### src/rtl/lcd_write_ctrl.sv
`default_nettype none
// ============================================================================
// Module      : lcd_write_ctrl
// Description : Write-only sequencer for an 8-bit HD44780-style character LCD.
//               Runs the power-on init command sequence, then accepts ASCII
//               characters (valid/ready) and clear requests. Each byte is one
//               bus cycle: SETUP, E_HI and HOLD, each CLK_DIV clocks long.
//               Tracks the cursor over two lines and re-addresses DDRAM at
//               each line end.
// Ports       : clk, rst         - clock, synchronous active-high reset
//               i_char, i_valid  - character to write and its qualifier
//               i_clear          - clear display / cursor home request
//               o_ready          - high only while idle (request accepted)
//               lcd_e/rs/rw/data - LCD bus (rw is always 0)
//               o_col, o_line    - cursor position of the next character
// Revision    : 1.0 - initial release
// ============================================================================
module lcd_write_ctrl #(
    parameter  int CLK_DIV   = 50,
    parameter  int INIT_WAIT = 1000,
    parameter  int CLR_WAIT  = 2000,
    parameter  int COLS      = 16,
    localparam int COL_W     = (COLS > 1) ? $clog2(COLS) : 1
) (
    input  logic             clk,
    input  logic             rst,
    input  logic [7:0]       i_char,
    input  logic             i_valid,
    output logic             o_ready,
    input  logic             i_clear,
    output logic             lcd_e,
    output logic             lcd_rs,
    output logic             lcd_rw,
    output logic [7:0]       lcd_data,
    output logic [COL_W-1:0] o_col,
    output logic             o_line
);

    // One shared counter serves bus phases and both long waits; it is
    // reloaded to zero at the start of every phase or wait.
    localparam int C_MAX_12  = (INIT_WAIT > CLR_WAIT) ? INIT_WAIT : CLR_WAIT;
    localparam int C_MAX_CNT = (C_MAX_12 > CLK_DIV) ? C_MAX_12 : CLK_DIV;
    localparam int CNT_W     = $clog2(C_MAX_CNT + 1);

    localparam logic [CNT_W-1:0] C_DIV_LAST = CNT_W'(CLK_DIV - 1);
    localparam logic [CNT_W-1:0] C_PWR_LAST = CNT_W'(INIT_WAIT - 1);
    localparam logic [CNT_W-1:0] C_CLR_LAST = CNT_W'(CLR_WAIT - 1);
    localparam logic [CNT_W-1:0] C_CNT_ONE  = CNT_W'(1);
    localparam logic [COL_W-1:0] C_LAST_COL = COL_W'(COLS - 1);
    localparam logic [COL_W-1:0] C_COL_ONE  = COL_W'(1);

    typedef enum logic [2:0] {
        PWR_WAIT = 3'd0,
        INIT     = 3'd1,
        IDLE     = 3'd2,
        XFER     = 3'd3,
        ADDR     = 3'd4,
        CLR      = 3'd5
    } state_t;

    // PH_WAIT is the post-clear wait that follows a 0x01 command.
    typedef enum logic [1:0] {
        PH_SETUP = 2'd0,
        PH_EHI   = 2'd1,
        PH_HOLD  = 2'd2,
        PH_WAIT  = 2'd3
    } phase_t;

    state_t           r_state, w_state;
    phase_t           r_phase, w_phase;
    logic [CNT_W-1:0] r_cnt,   w_cnt;
    logic [1:0]       r_idx,   w_idx;
    logic [7:0]       r_byte,  w_byte;
    logic             r_rs,    w_rs;
    logic [COL_W-1:0] r_col,   w_col;
    logic             r_line,  w_line;
    logic             r_e,     w_e;
    logic             r_ready, w_ready;

    logic w_in_bus;
    logic w_byte_done;

    // Function set 8-bit/2-line, display on, entry increment, clear.
    function automatic logic [7:0] init_cmd(input logic [1:0] idx);
        case (idx)
            2'd0:    init_cmd = 8'h38;
            2'd1:    init_cmd = 8'h0C;
            2'd2:    init_cmd = 8'h06;
            default: init_cmd = 8'h01;
        endcase
    endfunction

    assign w_in_bus    = ((r_state == INIT) || (r_state == XFER) ||
                          (r_state == ADDR) || (r_state == CLR)) &&
                         (r_phase != PH_WAIT);
    assign w_byte_done = w_in_bus && (r_phase == PH_HOLD) && (r_cnt == C_DIV_LAST);

    always_comb begin
        w_state = r_state;
        w_phase = r_phase;
        w_cnt   = r_cnt;
        w_idx   = r_idx;
        w_byte  = r_byte;
        w_rs    = r_rs;
        w_col   = r_col;
        w_line  = r_line;

        // Phase sequencing common to every bus cycle.
        if (w_in_bus) begin
            if (r_cnt == C_DIV_LAST) begin
                w_cnt = '0;
                case (r_phase)
                    PH_SETUP: w_phase = PH_EHI;
                    PH_EHI:   w_phase = PH_HOLD;
                    default:  w_phase = r_phase;
                endcase
            end else begin
                w_cnt = r_cnt + C_CNT_ONE;
            end
        end

        case (r_state)
            PWR_WAIT: begin
                if (r_cnt == C_PWR_LAST) begin
                    w_cnt   = '0;
                    w_state = INIT;
                    w_phase = PH_SETUP;
                    w_idx   = 2'd0;
                    w_byte  = init_cmd(2'd0);
                    w_rs    = 1'b0;
                end else begin
                    w_cnt = r_cnt + C_CNT_ONE;
                end
            end
            INIT: begin
                if (w_byte_done) begin
                    if (r_idx == 2'd3) begin
                        w_phase = PH_WAIT;
                    end else begin
                        w_idx   = r_idx + 2'd1;
                        w_byte  = init_cmd(r_idx + 2'd1);
                        w_phase = PH_SETUP;
                    end
                end
            end
            CLR: begin
                if (w_byte_done) begin
                    w_phase = PH_WAIT;
                end
            end
            XFER: begin
                if (w_byte_done) begin
                    if (r_col == C_LAST_COL) begin
                        // Line end: move to the other line and re-address DDRAM.
                        w_col   = '0;
                        w_line  = ~r_line;
                        w_state = ADDR;
                        w_byte  = r_line ? 8'h80 : 8'hC0;
                        w_rs    = 1'b0;
                        w_phase = PH_SETUP;
                    end else begin
                        w_col   = r_col + C_COL_ONE;
                        w_state = IDLE;
                    end
                end
            end
            ADDR: begin
                if (w_byte_done) begin
                    w_state = IDLE;
                end
            end
            IDLE: begin
                // Clear wins over a simultaneous character, which stays pending.
                if (i_clear) begin
                    w_state = CLR;
                    w_byte  = 8'h01;
                    w_rs    = 1'b0;
                    w_phase = PH_SETUP;
                    w_cnt   = '0;
                end else if (i_valid) begin
                    w_state = XFER;
                    w_byte  = i_char;
                    w_rs    = 1'b1;
                    w_phase = PH_SETUP;
                    w_cnt   = '0;
                end
            end
            default: begin
                w_state = PWR_WAIT;
                w_phase = PH_SETUP;
                w_cnt   = '0;
            end
        endcase

        // Long wait after a clear command, shared by init and user clear.
        if (((r_state == INIT) || (r_state == CLR)) && (r_phase == PH_WAIT)) begin
            if (r_cnt == C_CLR_LAST) begin
                w_cnt   = '0;
                w_state = IDLE;
                w_col   = '0;
                w_line  = 1'b0;
            end else begin
                w_cnt = r_cnt + C_CNT_ONE;
            end
        end

        // Strobe and ready are registered from the next-state decode so the
        // pins come straight from flops.
        w_e     = (w_phase == PH_EHI) && (w_state != IDLE) && (w_state != PWR_WAIT);
        w_ready = (w_state == IDLE);
    end

    always_ff @(posedge clk) begin
        if (rst) begin
            r_state <= PWR_WAIT;
            r_phase <= PH_SETUP;
            r_cnt   <= '0;
            r_idx   <= 2'd0;
            r_byte  <= 8'h00;
            r_rs    <= 1'b0;
            r_col   <= '0;
            r_line  <= 1'b0;
            r_e     <= 1'b0;
            r_ready <= 1'b0;
        end else begin
            r_state <= w_state;
            r_phase <= w_phase;
            r_cnt   <= w_cnt;
            r_idx   <= w_idx;
            r_byte  <= w_byte;
            r_rs    <= w_rs;
            r_col   <= w_col;
            r_line  <= w_line;
            r_e     <= w_e;
            r_ready <= w_ready;
        end
    end

    assign lcd_e    = r_e;
    assign lcd_rs   = r_rs;
    assign lcd_rw   = 1'b0;
    assign lcd_data = r_byte;
    assign o_ready  = r_ready;
    assign o_col    = r_col;
    assign o_line   = r_line;

endmodule
`default_nettype wire

### config.mk
export PLATFORM = sky130hd
export DESIGN_NAME = lcd_write_ctrl
export DESIGN_NICKNAME = d
export VERILOG_FILES = /design/src/rtl/lcd_write_ctrl.sv
export SDC_FILE = /design/constraint.sdc
export NUM_CORES = 1
export LEC_CHECK = 0
export ABC_AREA = 0
export CORE_ASPECT_RATIO = 1.75
export CORE_MARGIN = 2
export CORE_UTILIZATION = 30
export DETAILED_ROUTE_END_ITERATION = 10
export GPL_TIMING_DRIVEN = 0
export PLACE_DENSITY_LB_ADDON = 0.2
export RECOVER_POWER = 100
export SLEW_MARGIN = 20
export SYNTH_ARGS = -nofsm -noshare
export SYNTH_HDL_FRONTEND = slang
export SYNTH_SLANG_ARGS = --single-unit
### constraint.sdc
create_clock -name clk -period 3.5 [get_ports clk]
set_input_delay 0.7 -clock clk [delete_from_list [all_inputs] [get_ports clk]]
set_output_delay 0.7 -clock clk [all_outputs]
set_load 0.01 [all_outputs]
=== Word-level counts from Yosys, hierarchy flattened ===
Index checks and enable logic that the tools add are counted.

* Add/sub/neg operators: 3
* Equal/unequal tests: 25
* Multiplexer cells: 59
* Bitwise logic cells: 1
* Reductions and logical operators: 22

{| class="wikitable"
|+ Operator list
! kind !! count
|-
| 11-bit two-way mux || 7
|-
| 8-bit two-way mux || 7
|-
| 11-bit one-hot mux with 3 select lines || 1
|-
| 8-bit one-hot mux with 4 select lines || 1
|-
| 2-bit two-way mux || 13
|-
| 3-bit two-way mux || 8
|-
| 4-bit two-way mux || 5
|-
| 6-bit one-hot mux with 3 select lines || 1
|-
| 3-bit one-hot mux with 5 select lines || 1
|-
| 2-bit one-hot mux with 6 select lines || 1
|-
| 11-bit by 1-bit adder with 11-bit output, second input constant || 1
|-
| 11-bit by 10-bit == test with 1-bit output, second input constant || 1
|-
| 11-bit == test, second input constant || 1
|-
| 11-bit by 6-bit == test with 1-bit output, second input constant || 1
|-
| 1-bit two-way mux || 10
|-
| 2-bit != test, second input constant || 5
|-
| 3-bit by 2-bit == test with 1-bit output, second input constant || 3
|-
| 2-bit == test, second input constant || 4
|-
| 2-bit one-hot mux with 2 select lines || 2
|-
| 7-bit two-way mux || 1
|-
| 7-bit AND reduction || 1
|-
| 2-bit by 1-bit == test with 1-bit output, second input constant || 3
|-
| 3-bit == test, second input constant || 2
|-
| 1-bit logical AND || 6
|-
| other kinds (19) || 24
|}

* Bits in registers: 34
* Input bits: 12
* Logic and storage cells: 120

=== Depth between registers and ports, before layout ===
* Word-level depth: 14
* Gate-level depth with buffers: 8
* Mapped depth without buffers: 7

=== Worst setup path before layout ===
OpenSTA, ideal clock, no wires.

* Kind: register to register
* Start: reg r_phase[0]
* End: reg r_idx[1]
* Library setup time: 66 ps
* Arrival: 2431 ps
* Slack: 1003 ps
* Stages on the path, launching flop included: 8
* Clock period less this slack: 2497 ps
* Path through: dfxtp_1 ha_1 or4b_1 a2111o_1 buf_6 or3_4 or3_1 a21oi_2

* Cells in the longest elaborated chain, start to end: 6
* Elaborated cells on any way between the ends: 7

{| class="wikitable"
|+ RTL lines
! item !! line !! source
|-
| from (decl) || 70 || <nowiki>phase_t r_phase, w_phase;</nowiki>
|-
| from (signal assigned) || 227 || <nowiki>r_phase <= w_phase;</nowiki>
|-
| 2-bit != test || 95 || <nowiki>(r_phase != PH_WAIT);</nowiki>
|-
| 1-bit logical AND || 94 || <nowiki>(r_state == ADDR) || (r_state == CLR)) &&</nowiki>
|-
| 1-bit logical AND (*) (2 in a row) || 96 || <nowiki>assign w_byte_done = w_in_bus && (r_phase == PH_HOLD) && (r_cnt == C_DIV_LAST);</nowiki>
|-
| 2-bit != test (no line) (*) || - ||
|-
| 4-bit AND reduction (no line) (*) || - ||
|-
| to (signal assigned) || 229 || <nowiki>r_idx <= w_idx;</nowiki>
|-
| to (decl) || 72 || <nowiki>logic [1:0] r_idx, w_idx;</nowiki>
|}

Mark *: on every way between the ends. The rest lies on a longest branch, timed or not.
A chain may end at the register's enable or synchronous reset.

=== Worst setup path after layout ===
* Start: reg r_phase[0]
* End: reg r_byte[6] (netlist: lcd_data[6])

* Cells in the longest elaborated chain, start to end: 6
* Elaborated cells on any way between the ends: 8

{| class="wikitable"
|+ RTL lines
! item !! line !! source
|-
| 2-bit != test || 95 ||
|-
| 1-bit logical AND || 94 ||
|-
| 1-bit logical AND (*) (2 in a row) || 96 ||
|-
| 2-bit != test (no line) || - ||
|-
| 7-bit AND reduction (no line) (*) || - ||
|-
| to (signal assigned) || 230 || <nowiki>r_byte <= w_byte;</nowiki>
|-
| to (decl) || 73 || <nowiki>logic [7:0] r_byte, w_byte;</nowiki>
|}

Marks and branches as above.

==> impl_metrics.json <==
{
  "run_status": "finished clean",
  "post_dp_cell_area_mm2": 0.002472,
  "multiplexer_share_of_the_synthesized_area": 0.02837,
  "hold_class": "reg -> reg",
  "fin_worst_skew_ps": 4.271,
  "clock_sinks": 34,
  "ir_drop_worst_vdd_v": 0.0002604,
  "net-switching-power_uw": 187.7,
  "p_seq_frac": 0.450,
  "layout-drive-gt1-share": 0.05017,
  "antenna_cells_inserted": 0,
  "hold-worst-slack_ps": 461.3,
  "floorplan.initialDensity": 0.3088,
  "drt_iter0_drc": 77,
  "fp.dieW_um": 67.50,
  "path_clk_slew_ps": 50,
  "timing.critical_path.fanout_max": 10,
  "fin_cells": 383,
  "route.final.wire_length_um": 6162,
  "clockBufferDepth": 2,
  "dominantRegCellSynth": "sky130_fd_sc_hd__dfxtp_1",
  "layout-area-overhead-vs-synth_pct": 22.99,
  "cpLargestDelayFamily": "compound AO/OA/AOI/OAI gates",
  "power.density_mw_per_mm2": 336.8,
  "place_hpwl_um": 4724,
  "synth_net_count": 287,
  "dp_cells": 375,
  "tightest_slew_ps": 766.2,
  "max_cap_viol_count": 0,
  "final-max-slew-violation-count": 0,
  "criticalPathCategory": "reg -> reg",
  "critPathSlowestCell": "sky130_fd_sc_hd__a221oi_4",
  "synth_cell_type_count": 58,
  "clk_root_buffer_cell": "sky130_fd_sc_hd__clkbuf_16",
  "max_freq_mhz": 339.8,
  "core_area_mm2": 0.006857,
  "grt_usage": 0.1754,
  "setup_repair_after_global_routing_missed_its_margin": "false",
  "synth_adder_area_share": 0.05319,
  "port-buffer-count": 25,
  "combinationalPowerShare": 0.041,
  "routed-via-count": 2028,
  "post_cts_resized": 0,
  "fin_nets": 319,
  "finalInstanceArea_mm2": 0.002604,
  "timing.critical_path.slowest_cell_delay_ps": 540,
  "cts_hold_repair.buffers": 0,
  "placement_rows": 40,
  "power.share.switching": 0.2141,
  "clock_tree.htree_level_count": 2,
  "synthCells": 266,
  "synthXorXnorAreaFrac": 0.01655,
  "drt_via_density": 5.295,
  "dominant_combinational_cell_family_by_area_after_synthesis": "simple AND/OR/NAND/NOR gates",
  "drt_drc_violations_left": 0,
  "grt_start_max_net_pins": 11,
  "drt_first_pass_iters": 4,
  "gp_congestion": 0.8449,
  "finalCritPeriodShare": 0.8407,
  "antenna_found_initial": 0,
  "post_synth_edffs": 0,
  "mappedNetlistArea_mm2": 0.002117,
  "complex_gate_fraction_of_the_synthesized_area": 0.2222,
  "crit_path_end_kind": "flop",
  "finalPower_uw": 876.9,
  "tns_ps": 0,
  "worstSkewPairLatency_ps": 280,
  "synth_seq_area_share": 0.3215,
  "detail_route.wl_per_cell_um": 16.09,
  "cp_num_buf_inv": 1,
  "internal-power_uw": 689.2,
  "synth-seq-cells": 34,
  "cts_post_setup_buffers_inserted": 0,
  "grt_pass1_vias": 1981,
  "die-height_um": 115.1,
  "grt_first_pass_wirelength_um": 10080,
  "cts_inserted_buffers": 5,
  "fp.dieArea_mm2": 0.007771,
  "post_synth_and_or_nand_nor_area_fraction": 0.3002,
  "synth_area_per_cell_um2": 7.959,
  "crit_chain": "ha_1, or4b_1, a2111o_1, a221oi_4, clkbuf_1, nor2_1, a211oi_1",
  "power.leakage_nw": 0.9354,
  "hold_violations": 0,
  "cts_tree": "built",
  "cp.arrival_ps": 3140,
  "slew_headroom": 0.4853,
  "final.min_clock_period_ps": 2942,
  "setup_violations": 0,
  "power.share.clock": 0.510,
  "critical_path.startpoint_type": "flop",
  "worst_ep_required_time_ps": 3700,
  "synth-async-reset-ratio": 0,
  "antenna_violating_nets_post_route": 0,
  "globalRouteOverflowTotal": 0,
  "io_pins": 29,
  "yosys_warnings": 0
}
==> cell usage in the layout, fill, tap and decap left out, drive strengths merged, types with 3 or more instances in the layout <==
master,netlist,layout
a211oi,9,9
a21oi,18,18
a311oi,3,3
and2,3,3
and3,3,3
buf,5,3
clkbuf,12,21
clkdlybuf4s50,0,9
dfxtp,34,34
dlygate4sd3,0,16
ha,9,9
inv,10,10
mux2i,6,6
nand2,29,29
nand2b,6,6
nand3,8,8
nand3b,3,3
nand4,6,6
nor2,26,26
nor2b,4,4
nor3,10,10
nor4,5,5
o211ai,4,4
o21ai,8,8
o221ai,4,4
or3,3,3
xnor2,4,4
==> logic make-up (layout without fill, tap and decap cells) <==
logic type | count (synthesis) | count (layout)
adder cells (fa/ha/maj) | 9 | 9
flip-flops | 34 | 34
AO/OA/AOI/OAI | 65 | 65
buffers and inverters | 27 | 60
AND/OR/NAND/NOR | 120 | 120
multiplexers | 6 | 6
XOR/XNOR | 4 | 4
other | 1 | 1
==> sequential cells by signal (all words and copies together) (netlist names) <==
signal and flops:
r_phase 2, o_col 4, o_ready 1, o_line 1, r_state 3, lcd_e 1
lcd_data 8, r_cnt 11, lcd_rs 1, r_idx 2
==> tightest hold or removal path, cell delays in order (launching register included) <==
cell                      delay [ps]
sky130_fd_sc_hd__dfxtp_1         310
sky130_fd_sc_hd__nand2_1          50
sky130_fd_sc_hd__mux2i_1          50
==> cell usage after synthesis, types with 2 or more instances <==
library cell                count  area share
sky130_fd_sc_hd__a22oi_1        2      0.0071
sky130_fd_sc_hd__a311oi_1       3       0.012
sky130_fd_sc_hd__nand3b_1       3       0.011
sky130_fd_sc_hd__nor3_1        10       0.024
sky130_fd_sc_hd__or4_1          2      0.0071
sky130_fd_sc_hd__or2_2          2      0.0059
sky130_fd_sc_hd__nand2_1       29       0.051
sky130_fd_sc_hd__nand4_1        6       0.018
sky130_fd_sc_hd__buf_2          2      0.0047
sky130_fd_sc_hd__o31a_1         2      0.0083
sky130_fd_sc_hd__o21ai_0        7       0.017
sky130_fd_sc_hd__xnor2_1        4       0.017
sky130_fd_sc_hd__o22ai_1        2      0.0059
sky130_fd_sc_hd__and3_1         2      0.0059
sky130_fd_sc_hd__nand2b_1       6       0.018
sky130_fd_sc_hd__a211oi_1       9       0.032
sky130_fd_sc_hd__a2bb2oi_1      2      0.0083
sky130_fd_sc_hd__nand3_1        8       0.019
sky130_fd_sc_hd__inv_1         10       0.018
sky130_fd_sc_hd__buf_4          2      0.0071
sky130_fd_sc_hd__and2_1         2      0.0059
sky130_fd_sc_hd__dfxtp_1       34        0.32
sky130_fd_sc_hd__o211ai_1       4       0.014
sky130_fd_sc_hd__a21oi_1       17       0.040
sky130_fd_sc_hd__o221ai_1       4       0.017
sky130_fd_sc_hd__nor2b_1        4       0.012
sky130_fd_sc_hd__or4b_1         2      0.0095
sky130_fd_sc_hd__or3_1          2      0.0059
sky130_fd_sc_hd__nor2_1        26       0.046
sky130_fd_sc_hd__ha_1           9       0.053
sky130_fd_sc_hd__clkbuf_1      12       0.021
sky130_fd_sc_hd__nor3b_1        2      0.0071
sky130_fd_sc_hd__mux2i_1        6       0.028
sky130_fd_sc_hd__nor4_1         5       0.015
==> per-stage QoR <==
step                      setup slack (ps)    util
after floorplan                       1003       -
after global placement               749.9  0.3606
after detailed placement             750.5  0.3606
after CTS                            741.8  0.3821
after global routing                 377.4  0.3797
final                                557.5  0.3797
==> area by class of cell <==
| class | count | area (um2) |
|---|---|---|
| Clock inverter | 1 | 5.005 |
| Inverter | 10 | 37.54 |
| Fill cell | 700 | 4253 |
| Clock buffer | 7 | 142.6 |
| Multi-Input combinational cell | 205 | 1313 |
| Timing Repair Buffer | 25 | 250.2 |
| Sequential cell | 34 | 680.7 |
| Tap cell | 84 | 105.1 |
| Buffer | 17 | 70.07 |
==> final timing paths <==
kind                    from          end  slack, ps  cells past startpoint
setup reg to reg  r_phase[0]  lcd_data[6]        560                      7
hold / removal        lcd_rs       lcd_rs        460                      2
hold reg to reg       lcd_rs       lcd_rs        460                      2
setup / recovery  r_phase[0]  lcd_data[6]        560                      7
==> routing by layer <==
layer	share of wire	wire length [um]	vias to the layer above	track usage
met4	0.026	161	0	0.08844
met2	0.56	3449	29	0.3170
met1	0.39	2420	950	0.1885
li1	-	-	1039	-
met5	0	0	-	0
met3	0.021	131	10	0.02935
==> power groups by stage <==
stage,logic (mW),registers [mW],clock network [mW]
2_1_floorplan,0.0186,0.401,0
3_3_place_gp,0.0362,0.402,0
3_5_place_dp,0.0361,0.402,0
4_1_cts,0.0362,0.394,0.464
5_1_grt,0.0397,0.394,0.477
6_report,0.0357,0.394,0.447
Power figures use the tool's default switching activity.
